`config.mk`:
```
export PLATFORM = sky130hd
export DESIGN_NAME = note_sprite_renderer
export DESIGN_NICKNAME = d
export VERILOG_FILES = /design/src/rtl/note_sprite_renderer.sv
export SDC_FILE = /design/constraint.sdc
export NUM_CORES = 1
export LEC_CHECK = 0
export ABC_AREA = 1
export BUFFER_PORTS_ARGS = -buffer_cell sky130_fd_sc_hd__buf_2
export CORE_ASPECT_RATIO = 0.9
export CORE_MARGIN = 2
export CORE_UTILIZATION = 37
export DETAILED_ROUTE_END_ITERATION = 8
export SETUP_SLACK_MARGIN = 0.1
export SKIP_CTS_REPAIR_TIMING = 1
export SLEW_MARGIN = 10
export SYNTH_ARGS = -nofsm -noshare
export SYNTH_HDL_FRONTEND = slang
export SYNTH_SLANG_ARGS = --single-unit
```
`constraint.sdc`:
```
create_clock -name vga_clk -period 2.69 [get_ports vga_clk]
set_clock_uncertainty 0.05 [all_clocks]
set_input_delay 0 -clock vga_clk [delete_from_list [all_inputs] [get_ports vga_clk]]
set_output_delay 0 -clock vga_clk [all_outputs]
set_load 0.05 [all_outputs]
```
`src/rtl/note_sprite_renderer.sv`:
```
// Draws NUM_NOTES glyphs in a row from a stacked sprite ROM. Each glyph can be highlighted,
// with a frame-counted hold-off after release, and ROM words equal to KEY_COLOR are transparent.
module note_sprite_renderer #(
    parameter int          NUM_NOTES   = 7,
    parameter int          SPR_W       = 32,
    parameter int          SPR_H       = 32,
    parameter int          X0          = 112,
    parameter int          X_STEP      = 64,
    parameter int          Y0          = 224,
    parameter int          HOLD_FRAMES = 8,
    parameter logic [23:0] BG_COLOR    = 24'h000000,
    parameter logic [23:0] HL_COLOR    = 24'hFFD700,
    parameter logic [23:0] KEY_COLOR   = 24'hFF00FF,
    localparam int         AW          = $clog2(NUM_NOTES * SPR_W * SPR_H)
) (
    input  logic                 vga_clk,
    input  logic                 rst_n,
    input  logic [9:0]           pos_x,
    input  logic [9:0]           pos_y,
    input  logic [NUM_NOTES-1:0] note_on,
    output logic [AW-1:0]        rom_addr,
    input  logic [23:0]          rom_data,
    output logic [23:0]          pos_data
);

    localparam int CW = (HOLD_FRAMES > 0) ? $clog2(HOLD_FRAMES + 1) : 1;
    localparam int IW = (NUM_NOTES > 1) ? $clog2(NUM_NOTES) : 1;

    logic [NUM_NOTES-1:0] r_sync1;
    logic [NUM_NOTES-1:0] r_non_s;
    logic                 r_prev_zero;
    logic [CW-1:0]        r_hl_cnt [NUM_NOTES];

    logic                 w_at_zero;
    logic                 w_tick;
    logic [NUM_NOTES-1:0] w_highlight;

    logic [9:0]           w_dy;
    logic                 w_hit;
    logic [IW-1:0]        w_idx;
    logic [9:0]           w_dx_win;
    logic                 w_hl_win;
    logic [AW-1:0]        w_addr;

    logic [AW-1:0]        r_rom_addr;
    logic                 r_hit_s1;
    logic                 r_hl_s1;
    logic                 r_hit_s2;
    logic                 r_hl_s2;
    logic [23:0]          r_pos_data;

    // Frame tick fires on entry to (0,0); a coordinate stalled there ticks only once.
    assign w_at_zero = (pos_x == 10'd0) && (pos_y == 10'd0);
    assign w_tick    = w_at_zero && !r_prev_zero;

    // NOTE: every flop here is updated with <=, so each register samples the pre-edge value of
    // its neighbours and the two synchroniser stages really are two separate flops.
    always_ff @(posedge vga_clk or posedge rst_n) begin
        if (rst_n) begin
            r_sync1     <= '0;
            r_non_s     <= '0;
            r_prev_zero <= 1'b1;
        end else begin
            r_sync1     <= note_on;
            r_non_s     <= r_sync1;
            r_prev_zero <= w_at_zero;
        end
    end

    always_ff @(posedge vga_clk or posedge rst_n) begin
        if (rst_n) begin
            for (int i = 0; i < NUM_NOTES; i++) r_hl_cnt[i] <= '0;
        end else begin
            for (int i = 0; i < NUM_NOTES; i++) begin
                if (r_non_s[i])
                    r_hl_cnt[i] <= CW'(HOLD_FRAMES);
                else if (w_tick && (r_hl_cnt[i] != '0))
                    r_hl_cnt[i] <= r_hl_cnt[i] - CW'(1);
            end
        end
    end

    always_comb begin
        for (int i = 0; i < NUM_NOTES; i++)
            w_highlight[i] = r_non_s[i] | (r_hl_cnt[i] != '0);
    end

    assign w_dy = pos_y - 10'(Y0);

    // Scan from the highest index down so the lowest-index hit is the one left standing.
    // NOTE: every output of this block is given a default first, so no path can infer a latch.
    always_comb begin
        logic [9:0] dx;
        w_hit    = 1'b0;
        w_idx    = '0;
        w_dx_win = '0;
        w_hl_win = 1'b0;
        for (int i = NUM_NOTES - 1; i >= 0; i--) begin
            dx = pos_x - 10'(X0 + i * X_STEP);
            if ((w_dy < 10'(SPR_H)) && (dx < 10'(SPR_W))) begin
                w_hit    = 1'b1;
                w_idx    = IW'(i);
                w_dx_win = dx;
                w_hl_win = w_highlight[i];
            end
        end
    end

    assign w_addr = AW'(w_idx) * AW'(SPR_W * SPR_H) + AW'(w_dy) * AW'(SPR_W) + AW'(w_dx_win);

    always_ff @(posedge vga_clk or posedge rst_n) begin
        if (rst_n) begin
            r_rom_addr <= '0;
            r_hit_s1   <= 1'b0;
            r_hl_s1    <= 1'b0;
            r_hit_s2   <= 1'b0;
            r_hl_s2    <= 1'b0;
        end else begin
            r_rom_addr <= w_hit ? w_addr : '0;
            r_hit_s1   <= w_hit;
            r_hl_s1    <= w_hit & w_hl_win;
            r_hit_s2   <= r_hit_s1;
            r_hl_s2    <= r_hl_s1;
        end
    end

    always_ff @(posedge vga_clk or posedge rst_n) begin
        if (rst_n)
            r_pos_data <= 24'h000000;
        else if (!r_hit_s2 || (rom_data == KEY_COLOR))
            r_pos_data <= BG_COLOR;
        else if (r_hl_s2)
            r_pos_data <= HL_COLOR;
        else
            r_pos_data <= rom_data;
    end

    assign rom_addr = r_rom_addr;
    assign pos_data = r_pos_data;

endmodule

```
# Word level (Yosys, flattened, before mapping)
# Index checks and enable logic that the tools add are counted.
word_totals:
  regBits: 84
  wordCells: 130
classes:
  add_sub_neg: 17
  order_cmp: 8
  n_eq_ne: 1
  n_mux: 45
  bitwise_logic: 8
  n_reduce_logical: 35
ops:
  columns: ["cell", "count"]
  rows:
  - ["$lt 10x6->1 const B", 8]
  - ["$mux 10", 7]
  - ["$mux 4", 14]
  - ["$mux 24", 2]
  - ["$sub 10x9->10 const B", 4]
  - ["$sub 10x8->10 const B", 3]
  - ["$reduce_bool 4->1", 7]
  - ["$sub 4x1->4 const B", 7]
  - ["$eq 24x24->1 const B", 1]
  - ["$mux 3", 7]
  - ["$logic_not 10->1", 2]
  - ["$logic_and 1x1->1", 16]
  - ["$mux 1", 14]
  - ["$reduce_bool 2->1", 7]
  - ["$add 13x10->13", 1]
  - ["$add 13x13->13", 1]
  - ["$mux 13", 1]
  - ["$sub 10x7->10 const B", 1]
  - ["$or 1x1->1", 7]
  - ["$logic_not 1->1", 2]
  - ["$and 1x1->1", 1]
  - ["$logic_or 1x1->1", 1]

# Logic depth before layout (Yosys ltp)
# Gate-level depths: netlist of run 1.
logic_depth:
  depth_word: 13
  ltp_mapped: 18
  mapped_depth_nobuf: 17

# Least setup slack after synthesis of run 1
# No wires, ideal clock.
synth_path:
  path_kind: "input -> register"
  from: "input port pos_y[5]"
  to: "register r_rom_addr[12] (netlist: rom_addr[12])"
  setup_time_ps: 113
  arrival_ps: 1948
  setup_slack_ps: 579
  cell_stages: 15
  cell_sequence: "ha_1 nor2_1 nand3_1 nor2_2 buf_4 nand3_1 and2_4 nand2_1 ha_1 a21oi_1 o211ai_1 xnor2_1 or2_1 nand2_1 inv_1"
synth_via:
  elab_chain_len: 13
  word_cells_on_any_way: 33
  classes_between: "add/sub: 3; order compare: 1; mux: 22; reduce/logical: 7"
synth_lines:
  columns: ["item", "line", "rtl"]
  rows:
  - ["from (decl)", "19", "input logic [9:0] pos_y,"]
  - ["$sub 10x8->10 *", "88", "assign w_dy = pos_y - 10'(Y0);"]
  - ["$lt 10x6->1", "100", "if ((w_dy < 10'(SPR_H)) && (dx < 10'(SPR_W))) begin"]
  - ["$logic_and 1x1->1", "100", null]
  - ["$mux 3 (7 in series)", "100", null]
  - ["$add 13x13->13", "109", "assign w_addr = AW'(w_idx) * AW'(SPR_W * SPR_H) + AW'(w_dy) * AW'(SPR_W) + AW'(w_dx_win);"]
  - ["$add 13x10->13", "109", null]
  - ["$mux 13 *", "119", "r_rom_addr <= w_hit ? w_addr : '0;"]
  - ["to (signal assigned)", "119", null]
  - ["to (decl)", "45", "logic [AW-1:0] r_rom_addr;"]
# Mark *: on every way between the ends. The rest lies on a longest branch, timed or not.
# A chain may end at the register's enable or synchronous reset.

# Worst setup path in the final report of run 1
layout_path:
  from: "input port pos_y[2]"
  to: "register r_hl_cnt[1] in the netlist's numbering"
layout_via:
  elab_chain_len: 5
layout_lines:
  columns: ["item", "line", "rtl"]
  rows:
  - ["$logic_not 10->1", "53", "assign w_at_zero = (pos_x == 10'd0) && (pos_y == 10'd0);"]
  - ["$logic_and 1x1->1", "53", null]
  - ["$logic_and 1x1->1", "54", "assign w_tick = w_at_zero && !r_prev_zero;"]
  - ["$logic_and 1x1->1", "77", "else if (w_tick && (r_hl_cnt[i] != '0))"]
  - ["$reduce_bool 2->1 (no line)", null, null]
  - ["to (signal, indexed assignment)", "76", "r_hl_cnt[i] <= CW'(HOLD_FRAMES);"]
  - ["to (signal, indexed assignment)", "78", "r_hl_cnt[i] <= r_hl_cnt[i] - CW'(1);"]
  - ["to (decl)", "32", "logic [CW-1:0] r_hl_cnt [NUM_NOTES];"]
# No other way between the ends.

==> out/summary.txt, run 1 <==
Run status: complete, no violations
Initial antenna violation count: 0
Fin crit share: 82.47%
Routed vias: 3929
Vias per Instance: 4.661
Total of warnings raised by yosys: 0
Worst Max-Slew Pin Slew: 0.8728 ns
Routability Congestion: 0.8492
Syn-to-layout area delta: 31.31%
Total wire length: 10.34 mm
Leading register cell type out of synthesis: sky130_fd_sc_hd__dfrtp_1
HPWL after detailed placement: 7.327 mm
Number of pins exceeding their max-slew limit in the final report: 0
Final WS setup: 0.4715 ns
Type of the most critical hold path: in2reg
Global-route congestion overflow total: 0
Post-CTS clock slew at the launch and capture registers of the worst setup and hold paths: 0.07 ns
Via count of the first global-routing pass: 3616
Worst slew margin relative to its limit: 41.75%
Num CTS Buffers: 9
Violation count after the first detailed-routing iteration: 151
IO Port Bufs: 89
Setup Total Neg Slack: 0 ns
Cell depth of the worst min-delay path: 4
Share of async-settable or async-resettable flops after synthesis: 100.0%
Die extent in y: 108.3 µm
Global-route wire length before repair: 16.30 mm
Unrepaired setup endpoints after global routing: no
Starting density of the core: 37.44%
Max incr delay on CP: 0.53 ns
Highest attainable clock frequency: 450.8 MHz
Worst hold slack across all endpoints: 0.05637 ns
Latest clock arrival within the worst-skew pair: 0.34 ns
Largest fanout on the critical path: 14
Die Area: 0.01297 mm²
Critical setup path kind: in2reg
Clock period minus worst slack: 2.219 ns
Layout Nets: 756
Post-synthesis cell count: 535
Final Hold Viols: 0
Number of setup violations in the final report: 0
CTS tree: built
Post-synthesis register bit count: 84
Most common cell after layout, fill and taps aside: sky130_fd_sc_hd__buf_2
Post-synth EDFFs: 0
Maximum level of the CTS H-tree: 3
Post-route DRC violation count: 0
Router iterations before antenna repair: 4
Fraction of final layout cells sized beyond drive strength 1: 20.35%
Average size of a mapped cell: 8.351 µm²
Overall power: 3.178 mW
Post-place setup slack: 0.2175 ns
Top library cells by usage in the layout, fill and taps aside: sky130_fd_sc_hd__buf_2 (89), sky130_fd_sc_hd__inv_1 (87), sky130_fd_sc_hd__nand2_1 (84)
Crit-path slowest cell: sky130_fd_sc_hd__dlygate4sd3_1
Depth of the most critical reg-to-reg path: 4
CTS Root Buffer Type: sky130_fd_sc_hd__clkbuf_16
MaxCap Viol Count: 0
Arr. time, crit path: 2.36 ns
Largest net degree at the start of global routing: 51
Maximum number of buffers from clock root to sink: 2
Combined area of the multi-input logic cells: 0.001964 mm²
All-Layer GR Usage: 15.79%
Summed area of non-filler cells in the final layout: 0.005867 mm²
Area of placed instances: 0.005094 mm²
Number of primary I/O pins: 90
TritonCTS sink count: 84
Worst IR Drop VDD: 0.3381 mV
Cell-by-cell listing of the critical path: dlygate4sd3_1 -> buf_2 -> nor2_1 -> nand2_1 -> nor3_1 -> nand4_1 -> nor3_1 -> nand2_1 -> o21ai_0 -> o21ai_0
Sequential cell area: 0.002103 mm²
Post-synthesis instance area: 0.004468 mm²
Worst Path Buf+Inv: 2
Leakage power: 3.159 nW
Fraction of the yosys area taken by sequential cells: 47.07%
Required time at the worst-slack endpoint: 2.83 ns
Post-detailed-route wirelength per cell: 12.26 µm
Power density over the cells: 541.6 mW/mm²
Die boundary width: 119.8 µm
Residual antenna-violating net count after detailed routing: 0
Count of fill cells added during filler insertion: 1143
Netlist cell types: 36
Floorplan row count: 38
Kind of start point of the critical path: input pin
Count of antenna diodes in the layout: 0
Worst setup EP type: flip-flop
Depth of the critical timing path with buffers and inverters included: 10
Core Footprint: 0.01193 mm²
Category of cells accounting for the largest share of critical-path delay: simple AND/OR/NAND/NOR gates
==> flip-flops by register name, summed over array words and instances (netlist names) <==
name / flops
r_non_s: 7
r_hl_s1: 1
pos_data: 24
r_hl_s2: 1
rom_addr: 13
r_hl_cnt: 28
r_prev_zero: 1
r_hit_s1: 1
r_hit_s2: 1
r_sync1: 7
==> worst min-delay path: stages <==
cell and delay (ns):
sky130_fd_sc_hd__buf_2 0.15, sky130_fd_sc_hd__inv_2 0.11, sky130_fd_sc_hd__nand4_1 0.11, sky130_fd_sc_hd__nor4_1 0.06
==> kinds of logic after synthesis <==
| group | count (synthesis) | share of synthesized area [%] |
|---|---|---|
| AND/OR/NAND/NOR | 239 | 24.36 |
| buffers and inverters | 103 | 9.297 |
| flip-flops | 84 | 47.07 |
| AO/OA/AOI/OAI | 65 | 8.597 |
| adder cells (fa/ha/maj) | 25 | 7.169 |
| XOR/XNOR | 17 | 3.333 |
| other | 2 | 0.1681 |
==> report_power, final <==
| group | switching [mW] | internal, mW |
|---|---|---|
| Combinational | 0.281 | 0.185 |
| Clock | 0.535 | 0.847 |
| Sequential | 0.0225 | 1.31 |
==> routing by layer <==
layer	vias to the layer above	GRT usage (%)	share of wire (%)
li1	2001	-	-
met1	1820	20.89	46
met2	96	25.59	48
met3	12	3.376	4.4
met4	0	5.966	1.4
met5	-	0	0
==> area by class of cell <==
cell class / instances / share of cell area, %
Timing Repair Buffer: 136 / 15.48
Sequential cell: 84 / 35.85
Clock inverter: 6 / 1.599
Multi-Input combinational cell: 352 / 33.48
Tap cell: 160 / 3.412
Clock buffer: 10 / 4.073
Inverter: 95 / 6.099
==> cells in the mapped netlist (7+ instances only) <==
library cell	number	area share, %
sky130_fd_sc_hd__a21oi_1	12	1.3
sky130_fd_sc_hd__a21oi_2	11	2.2
sky130_fd_sc_hd__dfrtp_1	83	46
sky130_fd_sc_hd__ha_1	24	6.7
sky130_fd_sc_hd__inv_1	88	7.4
sky130_fd_sc_hd__nand2_1	84	7.1
sky130_fd_sc_hd__nand3_1	54	6.0
sky130_fd_sc_hd__nand4_1	20	2.8
sky130_fd_sc_hd__nor2_1	53	4.5
sky130_fd_sc_hd__nor3_1	7	0.78
sky130_fd_sc_hd__o21ai_0	30	3.4
sky130_fd_sc_hd__xor2_1	14	2.7
==> path summary, 6_finish.rpt <==
path / from / end / slack, ns
max: pos_y[2] / r_hl_cnt[1]$_DFFE_PP0P_ / 0.47
max in group asynchronous: rst_n / pos_data[21]$_DFF_PP0_ / 1.43
min reg2reg: r_sync1[3]$_DFF_PP0_ / r_non_s[3]$_DFF_PP0_ / 0.30
min in group asynchronous: rst_n / rom_addr[2]$_DFF_PP0_ / 0.36
min: pos_x[9] / r_prev_zero$_DFF_PP1_ / 0.06
max reg2reg: r_prev_zero$_DFF_PP1_ / r_hl_cnt[1]$_DFFE_PP0P_ / 1.09
==> through the flow <==
step / util (%) / instances
2_1_floorplan: - / 539
5_1_grt: 49.16 / 843
3_5_place_dp: 42.68 / 783
3_3_place_gp: 42.68 / 783
6_report: 49.16 / 843
4_1_cts: 45.47 / 799
(Power assumes the default switching activity.)
==> run 2, diff against run 1 <==
clock period = 1.8 ns   (was 2.69 ns; I/O delays follow)
==> out/summary.txt, run 2 (synthesized netlist as in run 1, its figures left out) <==
Residual antenna-violating net count after detailed routing: 0 (unchanged)
Maximum number of buffers from clock root to sink: 2 (unchanged)
Worst min-delay path startpoint: pos_y[0]
Run status: finished with violations
Vias per Instance: 4.627 (-0.72%)
Beginning of the worst register-to-register path: r_hl_cnt[21]$_DFFE_PP0P_
Initial antenna violation count: 0 (unchanged)
Final Hold Viols: 0 (unchanged)
Fraction of final layout cells sized beyond drive strength 1: 30.11% (+9.8 points)
Endpoint of the lowest-slack register-to-register path: r_hl_cnt[21]$_DFFE_PP0P_
Global-route congestion overflow total: 0 (unchanged)
Unrepaired setup endpoints after global routing: yes
Clock period minus worst slack: 1.829 ns
Post-route DRC violation count: 0 (unchanged)
Largest fanout on the critical path: 5 (-9)
CTS Root Buffer Type: sky130_fd_sc_hd__clkbuf_16
Maximum level of the CTS H-tree: 3 (unchanged)
Register-to-register setup slack: 0.31 ns (-0.78 ns)
Router iterations before antenna repair: 4 (unchanged)
Power density over the cells: 740.5 mW/mm² (+37%)
Area of placed instances: 0.005570 mm² (+9.4%)
Failing checks: negative setup slack
Die extent in y: 108.3 µm (unchanged)
Category of cells accounting for the largest share of critical-path delay: simple AND/OR/NAND/NOR gates
Num CTS Buffers: 9 (unchanged)
Floorplan row count: 38 (unchanged)
Post-place setup slack: -0.4239 ns (-0.6414 ns)
Die boundary width: 119.8 µm (unchanged)
IO Port Bufs: 89 (unchanged)
Critical setup path kind: in2reg
Reg with most FFs: r_hl_cnt
All-Layer GR Usage: 16.91% (+1.1 points)
Max incr delay on CP: 0.21 ns (-0.32 ns)
Crit-path slowest cell: sky130_fd_sc_hd__and2_4
Via count of the first global-routing pass: 4061 (+12%)
Kind of start point of the critical path: input pin
Total wire length: 11.14 mm (+7.7%)
Syn-to-layout area delta: 46.29%
Layout Nets: 818 (+8.2%)
Highest attainable clock frequency: 546.6 MHz
Depth of the most critical reg-to-reg path: 7 (+3)
Most common cell after layout, fill and taps aside: sky130_fd_sc_hd__buf_2
Die Area: 0.01297 mm² (unchanged)
Core Footprint: 0.01193 mm² (unchanged)
Worst setup EP type: flip-flop
Global-route wire length before repair: 17.68 mm (+8.5%)
Number of primary I/O pins: 90 (unchanged)
Post-CTS clock slew at the launch and capture registers of the worst setup and hold paths: 0.06 ns (about the same)
Count of antenna diodes in the layout: 0 (unchanged)
Starting density of the core: 37.44% (unchanged)
HPWL after detailed placement: 8.113 mm (+11%)
Top library cells by usage in the layout, fill and taps aside: sky130_fd_sc_hd__buf_2 (85), sky130_fd_sc_hd__inv_1 (84), sky130_fd_sc_hd__dfrtp_1 (83)
TritonCTS sink count: 84 (unchanged)
Largest net degree at the start of global routing: 54 (+5.9%)
Routability Congestion: 0.9029 (+6.3%)
Worst Path Buf+Inv: 4 (+2)
Type of the most critical hold path: in2reg
Flip-flop count of the largest register, all copies and words added: 28 (unchanged)
Endpoint of the worst hold-timing path: rom_addr[5]$_DFF_PP0_
Post-detailed-route wirelength per cell: 12.32 µm (+0.48%)
Summed area of non-filler cells in the final layout: 0.006536 mm² (+11%)
Required time at the worst-slack endpoint: 1.98 ns (-0.85 ns)
Fin crit share: 101.6%
Leakage power: 3.469 nW (+9.8%)
CTS tree: built
Violation count after the first detailed-routing iteration: 170 (+13%)
Cell-by-cell listing of the critical path: buf_4 -> inv_1 -> ha_4 -> inv_2 -> nand3_4 -> nor2_4 -> nand4_1 -> and2_4 -> nand2_4 -> ha_4 -> a21oi_2 -> o211ai_1 -> xnor2_1 -> or2_1 -> nand2_1 -> inv_1
Final WS setup: -0.02949 ns (-0.5010 ns)
Overall power: 4.840 mW (+52%)
Latest clock arrival within the worst-skew pair: 0.34 ns (about the same)
Routed vias: 4183 (+6.5%)
MaxCap Viol Count: 0 (unchanged)
Number of pins exceeding their max-slew limit in the final report: 0 (unchanged)
Worst IR Drop VDD: 0.5012 mV (+48%)
Arr. time, crit path: 2.01 ns (-0.35 ns)
Cell depth of the worst min-delay path: 3 (-1)
Number of setup violations in the final report: 1 (+1)
-- run 2: cell count changes in the layout (fill, tap and decap cells not counted), sizes merged --
cell | previous run | this run
clkinv | 3 | 4
inv | 95 | 93
dlygate4sd3 | 44 | 45
buf | 92 | 153
-- run 2: routing by layer --
layer / up-vias / track usage [%] / share of wire [%]
li1: 2125 / - / -
met1: 1964 / 20.54 / 45
met2: 82 / 30.29 / 50
met3: 12 / 3.112 / 3.4
met4: 0 / 5.882 / 1.5
met5: - / 0 / 0
-- run 2: report_power, final --
| group | leakage [nW] | switching [mW] | internal, mW |
|---|---|---|---|
| combinational | 2.21 | 0.475 | 0.378 |
| clock | 0.159 | 0.748 | 1.25 |
| sequential | 1.10 | 0.0338 | 1.95 |
-- run 2: through the flow --
step	instances	TNS, ns	hold slack (ns)	utilization [%]
2_1_floorplan	539	-0.1402	-0.01857	-
3_3_place_gp	837	-0.6055	0.05933	46.68
3_5_place_dp	837	-1.256	0.06012	46.68
4_1_cts	852	-0.07310	-0.3039	49.40
5_1_grt	904	-0.4193	0.04377	54.77
6_report	904	-0.02949	0.02424	54.77
-- run 2: worst register-to-register path, delay by kind of cell, from the launching register on --
kind	cells	cell delay (ns)
flip-flops	1	0.38
adder cells (fa/ha/maj)	1	0.14
AO/OA/AOI/OAI	2	0.19
AND/OR/NAND/NOR	2	0.38
buffers and inverters	2	0.25
-- run 2: how the worst max path moves through the flow --
stage	slack (ns)	startpoint	end	cells past startpoint
floorplan	-0.14	pos_y[6]	rom_addr[12]$_DFF_PP0_	17
global placement	-0.34	pos_x[4]	rom_addr[12]$_DFF_PP0_	16
detailed placement	-0.42	pos_x[4]	rom_addr[12]$_DFF_PP0_	17
CTS	-0.07	pos_x[4]	rom_addr[12]$_DFF_PP0_	17
global route	-0.12	pos_x[7]	rom_addr[12]$_DFF_PP0_	15
finish	-0.03	pos_x[4]	rom_addr[12]$_DFF_PP0_	16
-- run 2: final cells by class --
cell class	count	area (µm²)
Clock buffer	10	239.0
Clock inverter	5	86.33
Fill cell	1083	5398
Inverter	95	360.3
Multi-Input combinational cell	352	2117
Sequential cell	84	2103
Tap cell	160	200.2
Timing Repair Buffer	198	1430
